<file path="config.mk">
export PLATFORM = sky130hd
export DESIGN_NAME = regfile_bypass_sb_flat
export DESIGN_NICKNAME = d
export VERILOG_FILES = /design/src/rtl/regfile_bypass_sb_pkg.sv /design/src/rtl/regfile_bypass_sb_if.sv /design/src/rtl/regfile_scoreboard.sv /design/src/rtl/regfile_bypass_sb.sv /design/src/flat_wrapper.sv
export SDC_FILE = /design/constraint.sdc
export NUM_CORES = 2
export LEC_CHECK = 0
export BUFFER_PORTS_ARGS = -buffer_cell sky130_fd_sc_hd__buf_4
export CAP_MARGIN = 20
export CORE_MARGIN = 1.5
export CORE_UTILIZATION = 35
export CTS_BUF_LIST = sky130_fd_sc_hd__clkbuf_4
export CTS_CLUSTER_DIAMETER = 30
export DETAILED_ROUTE_END_ITERATION = 8
export PLACE_DENSITY_LB_ADDON = 0.05
export SLEW_MARGIN = 20
export SYNTH_ARGS = -nofsm -noshare
export SYNTH_HDL_FRONTEND = slang
export SYNTH_SLANG_ARGS = --single-unit
</file>
<file path="constraint.sdc">
create_clock -name elk -period 6.33 [get_ports elk]
set_input_delay 0.633 -clock elk [delete_from_list [all_inputs] [get_ports elk]]
set_output_delay 0.633 -clock elk [all_outputs]
set_load 0.005 [all_outputs]
</file>
<file path="src/rtl/regfile_bypass_sb_pkg.sv">
// Shared definitions for the bypassing register file with load scoreboard.
// Contents:
//   - default widths and register counts used as parameter defaults
//   - REG_ZERO: index of the hardwired zero register
//   - SP_IDX_DEF / SP_RESET_DEF: stack pointer index and its reset value
//   - reg_implemented(): true for an address that maps to writable storage
package regfile_bypass_sb_pkg;

  localparam int DATA_W_DEF   = 32;
  localparam int ADDR_W_DEF   = 5;
  localparam int NUM_REGS_DEF = 32;
  localparam int unsigned REG_ZERO = 0;
  localparam int SP_IDX_DEF   = 29;
  localparam int SP_RESET_DEF = 252;

  // Address 0 is the zero register and addresses past the last implemented
  // register have no storage; neither may be written, marked or read.
  function automatic logic reg_implemented(input int unsigned addr,
                                           input int unsigned num_regs);
    return (addr != REG_ZERO) && (addr < num_regs);
  endfunction

endpackage

</file>
<file path="src/rtl/regfile_bypass_sb_if.sv">
// Bundle of read, write and scoreboard signals of the register file.
// Protocol: no handshake. Read address in, read data/busy out in the same
// cycle (combinational). Write and mark enables are single-cycle qualifiers
// sampled on the rising clock edge; there is no backpressure.
// Modports:
//   master - decode/writeback side (drives addresses, enables, data)
//   slave  - register file (drives read data, busy bits, wr_conflict)
interface regfile_bypass_sb_if
  import regfile_bypass_sb_pkg::*;
#(
  parameter int DATA_W = DATA_W_DEF,
  parameter int ADDR_W = ADDR_W_DEF
);
  logic [ADDR_W-1:0] rd_addrA;
  logic [ADDR_W-1:0] rd_addrB;
  logic [DATA_W-1:0] rd_dataA;
  logic [DATA_W-1:0] rd_dataB;
  logic              rd_busyA;
  logic              rd_busyB;
  logic              wr0_en;
  logic [ADDR_W-1:0] wr0_addr;
  logic [DATA_W-1:0] wr0_data;
  logic              wr1_en;
  logic [ADDR_W-1:0] wr1_addr;
  logic [DATA_W-1:0] wr1_data;
  logic              mark_en;
  logic [ADDR_W-1:0] mark_addr;
  logic              wr_conflict;

  modport master (
    output rd_addrA, rd_addrB,
    input  rd_dataA, rd_dataB, rd_busyA, rd_busyB,
    output wr0_en, wr0_addr, wr0_data,
    output wr1_en, wr1_addr, wr1_data,
    output mark_en, mark_addr,
    input  wr_conflict
  );

  modport slave (
    input  rd_addrA, rd_addrB,
    output rd_dataA, rd_dataB, rd_busyA, rd_busyB,
    input  wr0_en, wr0_addr, wr0_data,
    input  wr1_en, wr1_addr, wr1_data,
    input  mark_en, mark_addr,
    output wr_conflict
  );
endinterface

</file>
<file path="src/rtl/regfile_scoreboard.sv">
// Per-register busy scoreboard for load-use hazard detection.
// Ports:
//   elk, nrst            clock, synchronous active-low reset
//   mark_en/mark_addr    set busy bit (load issued)
//   clr_en/clr_addr      clear busy bit (load writeback)
//   rd_addr_a/rd_addr_b  lookup addresses
//   busy_a/busy_b        combinational busy bits for the lookups
module regfile_scoreboard
  import regfile_bypass_sb_pkg::*;
#(
  parameter int ADDR_W   = ADDR_W_DEF,
  parameter int NUM_REGS = NUM_REGS_DEF,
  parameter int BYPASS   = 1
) (
  input  logic              elk,
  input  logic              nrst,
  input  logic              mark_en,
  input  logic [ADDR_W-1:0] mark_addr,
  input  logic              clr_en,
  input  logic [ADDR_W-1:0] clr_addr,
  input  logic [ADDR_W-1:0] rd_addr_a,
  input  logic [ADDR_W-1:0] rd_addr_b,
  output logic              busy_a,
  output logic              busy_b
);

  logic [NUM_REGS-1:0] busy_q;
  logic [NUM_REGS-1:0] busy_d;

  always_comb begin
    busy_d = busy_q;
    if (clr_en && reg_implemented(32'(clr_addr), NUM_REGS)) begin
      busy_d[clr_addr] = 1'b0;
    end
    // Applied after the clear so a new load issued on the same edge wins.
    if (mark_en && reg_implemented(32'(mark_addr), NUM_REGS)) begin
      busy_d[mark_addr] = 1'b1;
    end
  end

  always_ff @(posedge elk) begin
    if (!nrst) begin
      busy_q <= '0;
    end else begin
      busy_q <= busy_d;
    end
  end

  // A writeback landing this cycle already resolves the hazard, unless a new
  // load to the same register is being issued at the same time.
  function automatic logic busy_lookup(input logic [ADDR_W-1:0] a);
    logic b;
    b = 1'b0;
    if (reg_implemented(32'(a), NUM_REGS)) begin
      b = busy_q[a];
      if ((BYPASS != 0) && clr_en && (clr_addr == a) &&
          !(mark_en && (mark_addr == a))) begin
        b = 1'b0;
      end
    end
    return b;
  endfunction

  always_comb begin
    busy_a = busy_lookup(rd_addr_a);
    busy_b = busy_lookup(rd_addr_b);
  end

endmodule

</file>
<file path="src/rtl/regfile_bypass_sb.sv">
// Integer register file: two combinational read ports, two clocked write
// ports (wr0 = ALU writeback, wr1 = load writeback), write-to-read bypass,
// hardwired zero register, stack pointer preset on reset and a busy
// scoreboard for load-use hazards.
// Ports:
//   elk   clock, all state updates on the rising edge
//   nrst  synchronous active-low reset
//   bus   regfile_bypass_sb_if.slave: read/write/mark signals, wr_conflict
module regfile_bypass_sb
  import regfile_bypass_sb_pkg::*;
#(
  parameter int DATA_W   = DATA_W_DEF,
  parameter int ADDR_W   = ADDR_W_DEF,
  parameter int NUM_REGS = NUM_REGS_DEF,
  parameter int SP_IDX   = SP_IDX_DEF,
  parameter int SP_RESET = SP_RESET_DEF,
  parameter int BYPASS   = 1
) (
  input logic                 elk,
  input logic                 nrst,
  regfile_bypass_sb_if.slave  bus
);

  logic              wr0_en;
  logic [ADDR_W-1:0] wr0_addr;
  logic [DATA_W-1:0] wr0_data;
  logic              wr1_en;
  logic [ADDR_W-1:0] wr1_addr;
  logic [DATA_W-1:0] wr1_data;
  logic              wr0_ok;
  logic              wr1_ok;

  logic [DATA_W-1:0] regs_q [NUM_REGS];
  logic [DATA_W-1:0] regs_d [NUM_REGS];
  logic              conflict_q;
  logic              conflict_d;

  assign wr0_en   = bus.wr0_en;
  assign wr0_addr = bus.wr0_addr;
  assign wr0_data = bus.wr0_data;
  assign wr1_en   = bus.wr1_en;
  assign wr1_addr = bus.wr1_addr;
  assign wr1_data = bus.wr1_data;

  assign wr0_ok = wr0_en && reg_implemented(32'(wr0_addr), NUM_REGS);
  assign wr1_ok = wr1_en && reg_implemented(32'(wr1_addr), NUM_REGS);

  // Write arbitration: wr1 first, wr0 second, so on a collision the ALU
  // result is what lands in storage.
  always_comb begin
    regs_d = regs_q;
    if (wr1_ok) begin
      regs_d[wr1_addr] = wr1_data;
    end
    if (wr0_ok) begin
      regs_d[wr0_addr] = wr0_data;
    end
  end

  assign conflict_d = wr0_ok && wr1_ok && (wr0_addr == wr1_addr);

  always_ff @(posedge elk) begin
    if (!nrst) begin
      for (int i = 0; i < NUM_REGS; i++) begin
        regs_q[i] <= (i == SP_IDX) ? DATA_W'(SP_RESET) : '0;
      end
      conflict_q <= 1'b0;
    end else begin
      regs_q     <= regs_d;
      conflict_q <= conflict_d;
    end
  end

  assign bus.wr_conflict = conflict_q;

  // Read mux: zero/unimplemented first so an out-of-range address never
  // indexes storage; forwarding ignores nrst because it only affects storage.
  function automatic logic [DATA_W-1:0] read_port(input logic [ADDR_W-1:0] a);
    logic [DATA_W-1:0] r;
    r = '0;
    if (reg_implemented(32'(a), NUM_REGS)) begin
      if ((BYPASS != 0) && wr0_en && (wr0_addr == a)) begin
        r = wr0_data;
      end else if ((BYPASS != 0) && wr1_en && (wr1_addr == a)) begin
        r = wr1_data;
      end else begin
        r = regs_q[a];
      end
    end
    return r;
  endfunction

  always_comb begin
    bus.rd_dataA = read_port(bus.rd_addrA);
    bus.rd_dataB = read_port(bus.rd_addrB);
  end

  regfile_scoreboard #(
    .ADDR_W   (ADDR_W),
    .NUM_REGS (NUM_REGS),
    .BYPASS   (BYPASS)
  ) u_scoreboard (
    .elk       (elk),
    .nrst      (nrst),
    .mark_en   (bus.mark_en),
    .mark_addr (bus.mark_addr),
    .clr_en    (wr1_en),
    .clr_addr  (wr1_addr),
    .rd_addr_a (bus.rd_addrA),
    .rd_addr_b (bus.rd_addrB),
    .busy_a    (bus.rd_busyA),
    .busy_b    (bus.rd_busyB)
  );

endmodule

</file>
<file path="src/flat_wrapper.sv">
// flat-port wrapper written by rule: the top's interface ports become plain ports
module regfile_bypass_sb_flat import regfile_bypass_sb_pkg::*;
#(
  parameter int DATA_W   = DATA_W_DEF,
  parameter int ADDR_W   = ADDR_W_DEF,
  parameter int NUM_REGS = NUM_REGS_DEF,
  parameter int SP_IDX   = SP_IDX_DEF,
  parameter int SP_RESET = SP_RESET_DEF,
  parameter int BYPASS   = 1
)
  (elk, nrst, bus_rd_addrA, bus_rd_addrB, bus_rd_dataA, bus_rd_dataB, bus_rd_busyA, bus_rd_busyB, bus_wr0_en, bus_wr0_addr, bus_wr0_data, bus_wr1_en, bus_wr1_addr, bus_wr1_data, bus_mark_en, bus_mark_addr, bus_wr_conflict);
  regfile_bypass_sb_if #(.DATA_W(DATA_W), .ADDR_W(ADDR_W)) bus_i ();
  input logic elk;
  input logic nrst;
  input wire logic [$bits(bus_i.rd_addrA)-1:0] bus_rd_addrA;
  input wire logic [$bits(bus_i.rd_addrB)-1:0] bus_rd_addrB;
  output wire logic [$bits(bus_i.rd_dataA)-1:0] bus_rd_dataA;
  output wire logic [$bits(bus_i.rd_dataB)-1:0] bus_rd_dataB;
  output wire logic [$bits(bus_i.rd_busyA)-1:0] bus_rd_busyA;
  output wire logic [$bits(bus_i.rd_busyB)-1:0] bus_rd_busyB;
  input wire logic [$bits(bus_i.wr0_en)-1:0] bus_wr0_en;
  input wire logic [$bits(bus_i.wr0_addr)-1:0] bus_wr0_addr;
  input wire logic [$bits(bus_i.wr0_data)-1:0] bus_wr0_data;
  input wire logic [$bits(bus_i.wr1_en)-1:0] bus_wr1_en;
  input wire logic [$bits(bus_i.wr1_addr)-1:0] bus_wr1_addr;
  input wire logic [$bits(bus_i.wr1_data)-1:0] bus_wr1_data;
  input wire logic [$bits(bus_i.mark_en)-1:0] bus_mark_en;
  input wire logic [$bits(bus_i.mark_addr)-1:0] bus_mark_addr;
  output wire logic [$bits(bus_i.wr_conflict)-1:0] bus_wr_conflict;
  assign bus_i.rd_addrA = bus_rd_addrA;
  assign bus_i.rd_addrB = bus_rd_addrB;
  assign bus_rd_dataA = bus_i.rd_dataA;
  assign bus_rd_dataB = bus_i.rd_dataB;
  assign bus_rd_busyA = bus_i.rd_busyA;
  assign bus_rd_busyB = bus_i.rd_busyB;
  assign bus_i.wr0_en = bus_wr0_en;
  assign bus_i.wr0_addr = bus_wr0_addr;
  assign bus_i.wr0_data = bus_wr0_data;
  assign bus_i.wr1_en = bus_wr1_en;
  assign bus_i.wr1_addr = bus_wr1_addr;
  assign bus_i.wr1_data = bus_wr1_data;
  assign bus_i.mark_en = bus_mark_en;
  assign bus_i.mark_addr = bus_mark_addr;
  assign bus_wr_conflict = bus_i.wr_conflict;
  regfile_bypass_sb #(.DATA_W(DATA_W), .ADDR_W(ADDR_W), .NUM_REGS(NUM_REGS), .SP_IDX(SP_IDX), .SP_RESET(SP_RESET), .BYPASS(BYPASS)) u_core (.elk(elk), .nrst(nrst), .bus(bus_i));
endmodule
</file>
---- Word-level counts from Yosys, hierarchy flattened ----
Index checks and enable logic that the tools add are counted.
W data, S select, Z words.
storage, ports and cells
  input port bits ......................... 94
  output and inout port bits .............. 67
  flip-flop bits (word level) ............. 1057
operators by class
  muxes and demuxes ....................... 34
  bitwise logic cells ..................... 7
  reductions and logical operators ........ 24
  equality and inequality tests ........... 7
  order comparisons ....................... 12
operators with widths
  kind                  number
  $bwmux W1024          2
  $mux W1024            2
  $mux W32              14
  $bmux W32 S5          2
  $demux W32 S5         2
  $eq A5 B5 Y1          7
  $and A32 B32 Y32      1
  $not A32 Y32          1
  $or A32 B32 Y32       1
  $reduce_bool A5 Y1    5
  $ge A6 B6 Y1 const B  4
  $lt A5 B6 Y1 const B  4
  $not A5 Y6            4
  $logic_and A1 B1 Y1   17
  $lt A6 B1 Y1 const B  2
  $bmux W1 S5           2
  $demux W1 S5          2
  $ge A5 B1 Y1 const B  2
  $mux W1               8
  $logic_not A1 Y1      2

---- Logic depth before layout (Yosys ltp) ----
  depth in word-level cells ............... 9
  mapped depth ............................ 11
  mapped depth without buffers ............ 6

---- Cells and area by module ----
A second synthesis with hierarchy kept.
unflattened totals
  cells, all modules ...................... 7183
  area total of the unflattened synthesis .. 65121.2 um^2
modules (own cells, without submodules)
  module              cells each  area each (um^2)  times used
  regfile_bypass_sb   6928        62911.6           1
  regfile_scoreboard  255         2209.6            1

---- Worst setup path after synthesis ----
OpenSTA, ideal clock, no wires.
  path kind ............................... input-to-output
  start point ............................. in bus_rd_addrA[0]
  end point ............................... out bus_rd_dataA[12]
  slack ................................... 3.296 ns
  data arrival time ....................... 2.401 ns
  buffers on the path ..................... 3
  required time ........................... 5.697 ns
  cell stages on the path ................. 7
  cells stage by stage .................... buf_6 buf_4 buf_2 mux4_2 mux4_2 nand2_1 o221ai_2
on the way
  longest elaborated chain between the ends .. 7
  elaborated cells on any way between the ends .. 12
  those cells by class .................... eq/ne: 2; mux: 6; bitwise: 1; reduce/logical: 3
RTL lines
  what                                          line                     RTL
  start, declared                               flat_wrapper.sv:15       input wire logic [$bits(bus_i.rd_addrA)-1:0] bus_rd_addrA;
  $not A5 Y6 (implied by the code)              regfile_bypass_sb.sv:87  r = regs_q[a];
  $bmux W32 S5                                  regfile_bypass_sb.sv:87
  $mux W32 (implied by the code) (2 in series)  regfile_bypass_sb.sv:87
  $mux W32                                      regfile_bypass_sb.sv:84  end else if ((BYPASS != 0) && wr1_en && (wr1_addr == a)) begin
  $mux W32                                      regfile_bypass_sb.sv:82  if ((BYPASS != 0) && wr0_en && (wr0_addr == a)) begin
  $mux W32 *                                    regfile_bypass_sb.sv:81  if (reg_implemented(32'(a), NUM_REGS)) begin
  end, declared                                 flat_wrapper.sv:17       output wire logic [$bits(bus_i.rd_dataA)-1:0] bus_rd_dataA;
Mark *: on every way between the ends. The rest lies on a longest branch, timed or not. The select of a mux whose other input is x is not followed.

---- Final worst setup path ----
  start point ............................. in bus_wr1_addr[0]
  end point ............................... out bus_rd_dataB[17]
on the way
  longest elaborated chain between the ends .. 5
RTL lines
  what                 line                     RTL
  start, declared      flat_wrapper.sv:25       input wire logic [$bits(bus_i.wr1_addr)-1:0] bus_wr1_addr;
  $eq A5 B5 Y1         regfile_bypass_sb.sv:84
  $logic_and A1 B1 Y1  regfile_bypass_sb.sv:84
  $mux W32             regfile_bypass_sb.sv:84
  $mux W32             regfile_bypass_sb.sv:82
  $mux W32             regfile_bypass_sb.sv:81
  end, declared        flat_wrapper.sv:18       output wire logic [$bits(bus_i.rd_dataB)-1:0] bus_rd_dataB;
No other way between the ends.

==> impl_metrics.ini <==
[worst_setup_path]
critPathLaunchType = primary input
reg2regPathDepth = 4
r2r_start = u_core.regs_q[895]$_SDFF_PN0_
critical_path.endpoint = bus_rd_dataB[17]
reg2reg_setup_slack_ps = 4960
worst-path-max-fanout = 23
r2r-end = u_core.regs_q[895]$_SDFF_PN0_
worstSetupPathType = primary input to output pin
critPathMaxStageDelay_ps = 980
crit_start = bus_wr1_addr[0]
critPathMostFrequentCell = buf_4
cp-end-kind = output pin
slowest_stage = o31ai_1
critPathArrivalTime_ps = 4650
critical_path_required_ps = 5700
crit_chain = dlygate4sd3_1, buf_4, xnor2_1, nand4_1, nor2_4, a31oi_1, and3_1, o31ai_1, buf_4

[floorplan]
num_rows = 161
start_util = 0.352
die_x_um = 443
design.core.area_sq_mm = 0.193
dieArea_sq_mm = 0.196
ioPinCount = 161
fp.dieH_um = 443

[place]
dp_hpwl_mm = 209
post_dp_cell_area_sq_mm = 0.0699
io_buffer_count = 160
gp_congestion = 0.923

[routing]
drt_iter0_markers = 8179
drc_errors = 0
avgRoutedWirePerCell_um = 37.7
vias = 65100
via_per_inst = 6.69
drt-total-wl_mm = 367
ant_nets = 0
first_pass_iters = 6

[timing]
fin_worst_skew_ps = 0
drv_slew = 0
fin_crit_sh = 0.835
finalSetupViolations = 0
relSlewSlack = 0.185
layout_min_cycle_time_ps = 5280
hold_viol = 0
worstMarginPinSlew_ps = 1220
rsz0062_at_grt = no
max_clock_freq_mhz = 189
fin_setup_tns_ps = 0

[pwr]
p_sw_mw = 5.28
p_leak_nw = 38.6
p_seq_frac = 0.414
p_sw_frac = 0.317
p_int_mw = 11.4
ir_drop_mv = 0.127
p_clk_frac = 0.449
p_per_area_mw_per_mm2 = 220
power_frac_comb = 0.137

[clock_tree]
htree_levels = 5
ctsRootBufferMaster = clkbuf_4
post-cts-setup-buffers = 0
cts-resized-gates = 0
ctsHoldBuffers = 120
cts.clk_slew.worst_paths_ps = 60
cts.sinks = 1057
cts_tree = done
cts_buffer_depth = 4
numCtsBuffers = 389
insertion_delay_ps = 1390

[synthesis]
synth_top_cell_by_area = dfxtp_1
syn_area_sq_mm = 0.0678
ys_async_sr_fraction = 0
synth_top_area_share = 0.312
yosysSeqAreaShare = 0.312
ys.flop_type = dfxtp_1
synthesis.nets = 7229
synth_warnings = 0
synth_edf_count = 0
synth_cells = 7135
ys_top_cells_by_area = dfxtp_1, mux4_2, o211a_1
ys_ff_latch = 1057
synth_cell_type_count = 62
syn_avg_cell_area_sq_um = 9.50

[global_route]
track_usage = 0.362
grt_pass1_wl_mm = 505
grt_pass1_vias = 62000
overflow = 0
antenna_found_initial = 18
grt_max_degree = 196

[final_layout]
fillers = 19200
multi_input_area_sq_mm = 0.0428
final_common_cell = nand3_1
syn2layout_area_growth_pct = 11.5
register_area_sq_mm = 0.0212
nets = 7048
mostFrequentLayoutCells = nand3_1, nand2_1, dfxtp_1
final_area_sq_mm = 0.0756
drive_gt1_frac = 0.215

[run_status]
status = finished, final reports clean

[hold_path]
hp-class = primary input to flip-flop

[run]
max_cap_violations = 0
## critical path, delay by kind of cell
family | cells | cell delay (ps)
buffers and inverters | 3 | 1240
AO/OA/AOI/OAI | 2 | 1230
XOR/XNOR | 1 | 140
AND/OR/NAND/NOR | 3 | 1380
## metal layers
| metal | routed length, um | up-vias | GRT usage |
|---|---|---|---|
| met1 | 145000 | 33400 | 0.457 |
| met5 | 31 | - | 0 |
| li1 | - | 26600 | - |
| met4 | 24200 | 4 | 0.225 |
| met3 | 35300 | 1038 | 0.0893 |
| met2 | 163000 | 4035 | 0.555 |
## power groups by stage
stage / combinational [mW] / sequential, mW / clock [mW]
after CTS: 2.23 / 6.88 / 7.60
after global routing: 2.34 / 6.89 / 7.98
after global placement: 2.16 / 7.02 / 0
final: 2.29 / 6.88 / 7.47
after detailed placement: 2.17 / 7.02 / 0
after floorplan: 1.34 / 6.98 / 0
## cells in the mapped netlist (52+ instances only)
library cell,n
nor2_1,53
o221ai_1,52
nand2_1,1176
nand3_1,1145
clkbuf_1,736
a22oi_1,69
buf_2,127
mux2i_1,556
dfxtp_1,1057
a21oi_1,66
buf_1,72
mux4_2,539
o211a_1,986
## layout make-up
class,instances,share of cell area
multi-input cells,5050,0.566
flip-flops and latches,1057,0.280
clock buffers,531,0.0527
repair buffers,435,0.0519
well taps,2526,0.0418
clock inverters,106,0.00591
inverters,21,0.00111
diodes,19,0.000629
## state kept, by name, summed over array words and instances, names as in the netlist
name,count
u_core.regs_q,1024
u_core.u_scoreboard.busy_q,32
u_core.bus.wr_conflict,1
## stage by stage
step                      hold WS (ps)  power [mW]   util  cells  setup slack, ps
after floorplan                    443        8.32      -   7135             3300
after global placement             456        9.18  0.363   8966             1560
after detailed placement           465        9.19  0.363   8968             1680
after CTS                         28.6        16.7  0.392   9725             1270
after global routing               128        17.2  0.393   9736             1280
final                              187        16.6  0.393   9745             1050
## cells by family after synthesis
| family | Yosys count | synth area share |
|---|---|---|
| simple gates | 2558 | 0.170 |
| compound gates | 1327 | 0.181 |
| mux | 1131 | 0.267 |
| flops | 1057 | 0.312 |
| buf+inv | 1028 | 0.0648 |
| xor+xnor | 34 | 0.00439 |
## worst min path at each step
| stage | from | cells past startpoint | to |
|---|---|---|---|
| 5_1_grt | bus_wr0_addr[1] | 5 | u_core.regs_q[970]$_SDFF_PN0_ |
| 4_1_cts | bus_wr0_addr[1] | 5 | u_core.regs_q[961]$_SDFF_PN0_ |
| 6_report | bus_wr0_addr[1] | 5 | u_core.regs_q[365]$_SDFF_PN0_ |
| 2_1_floorplan | u_core.regs_q[1001]$_SDFF_PN0_ | 1 | u_core.regs_q[1001]$_SDFF_PN0_ |
| 3_5_place_dp | u_core.regs_q[1011]$_SDFF_PN0_ | 1 | u_core.regs_q[1011]$_SDFF_PN0_ |
| 3_3_place_gp | u_core.regs_q[1003]$_SDFF_PN0_ | 1 | u_core.regs_q[1003]$_SDFF_PN0_ |
Power figures use the tool's default switching activity.
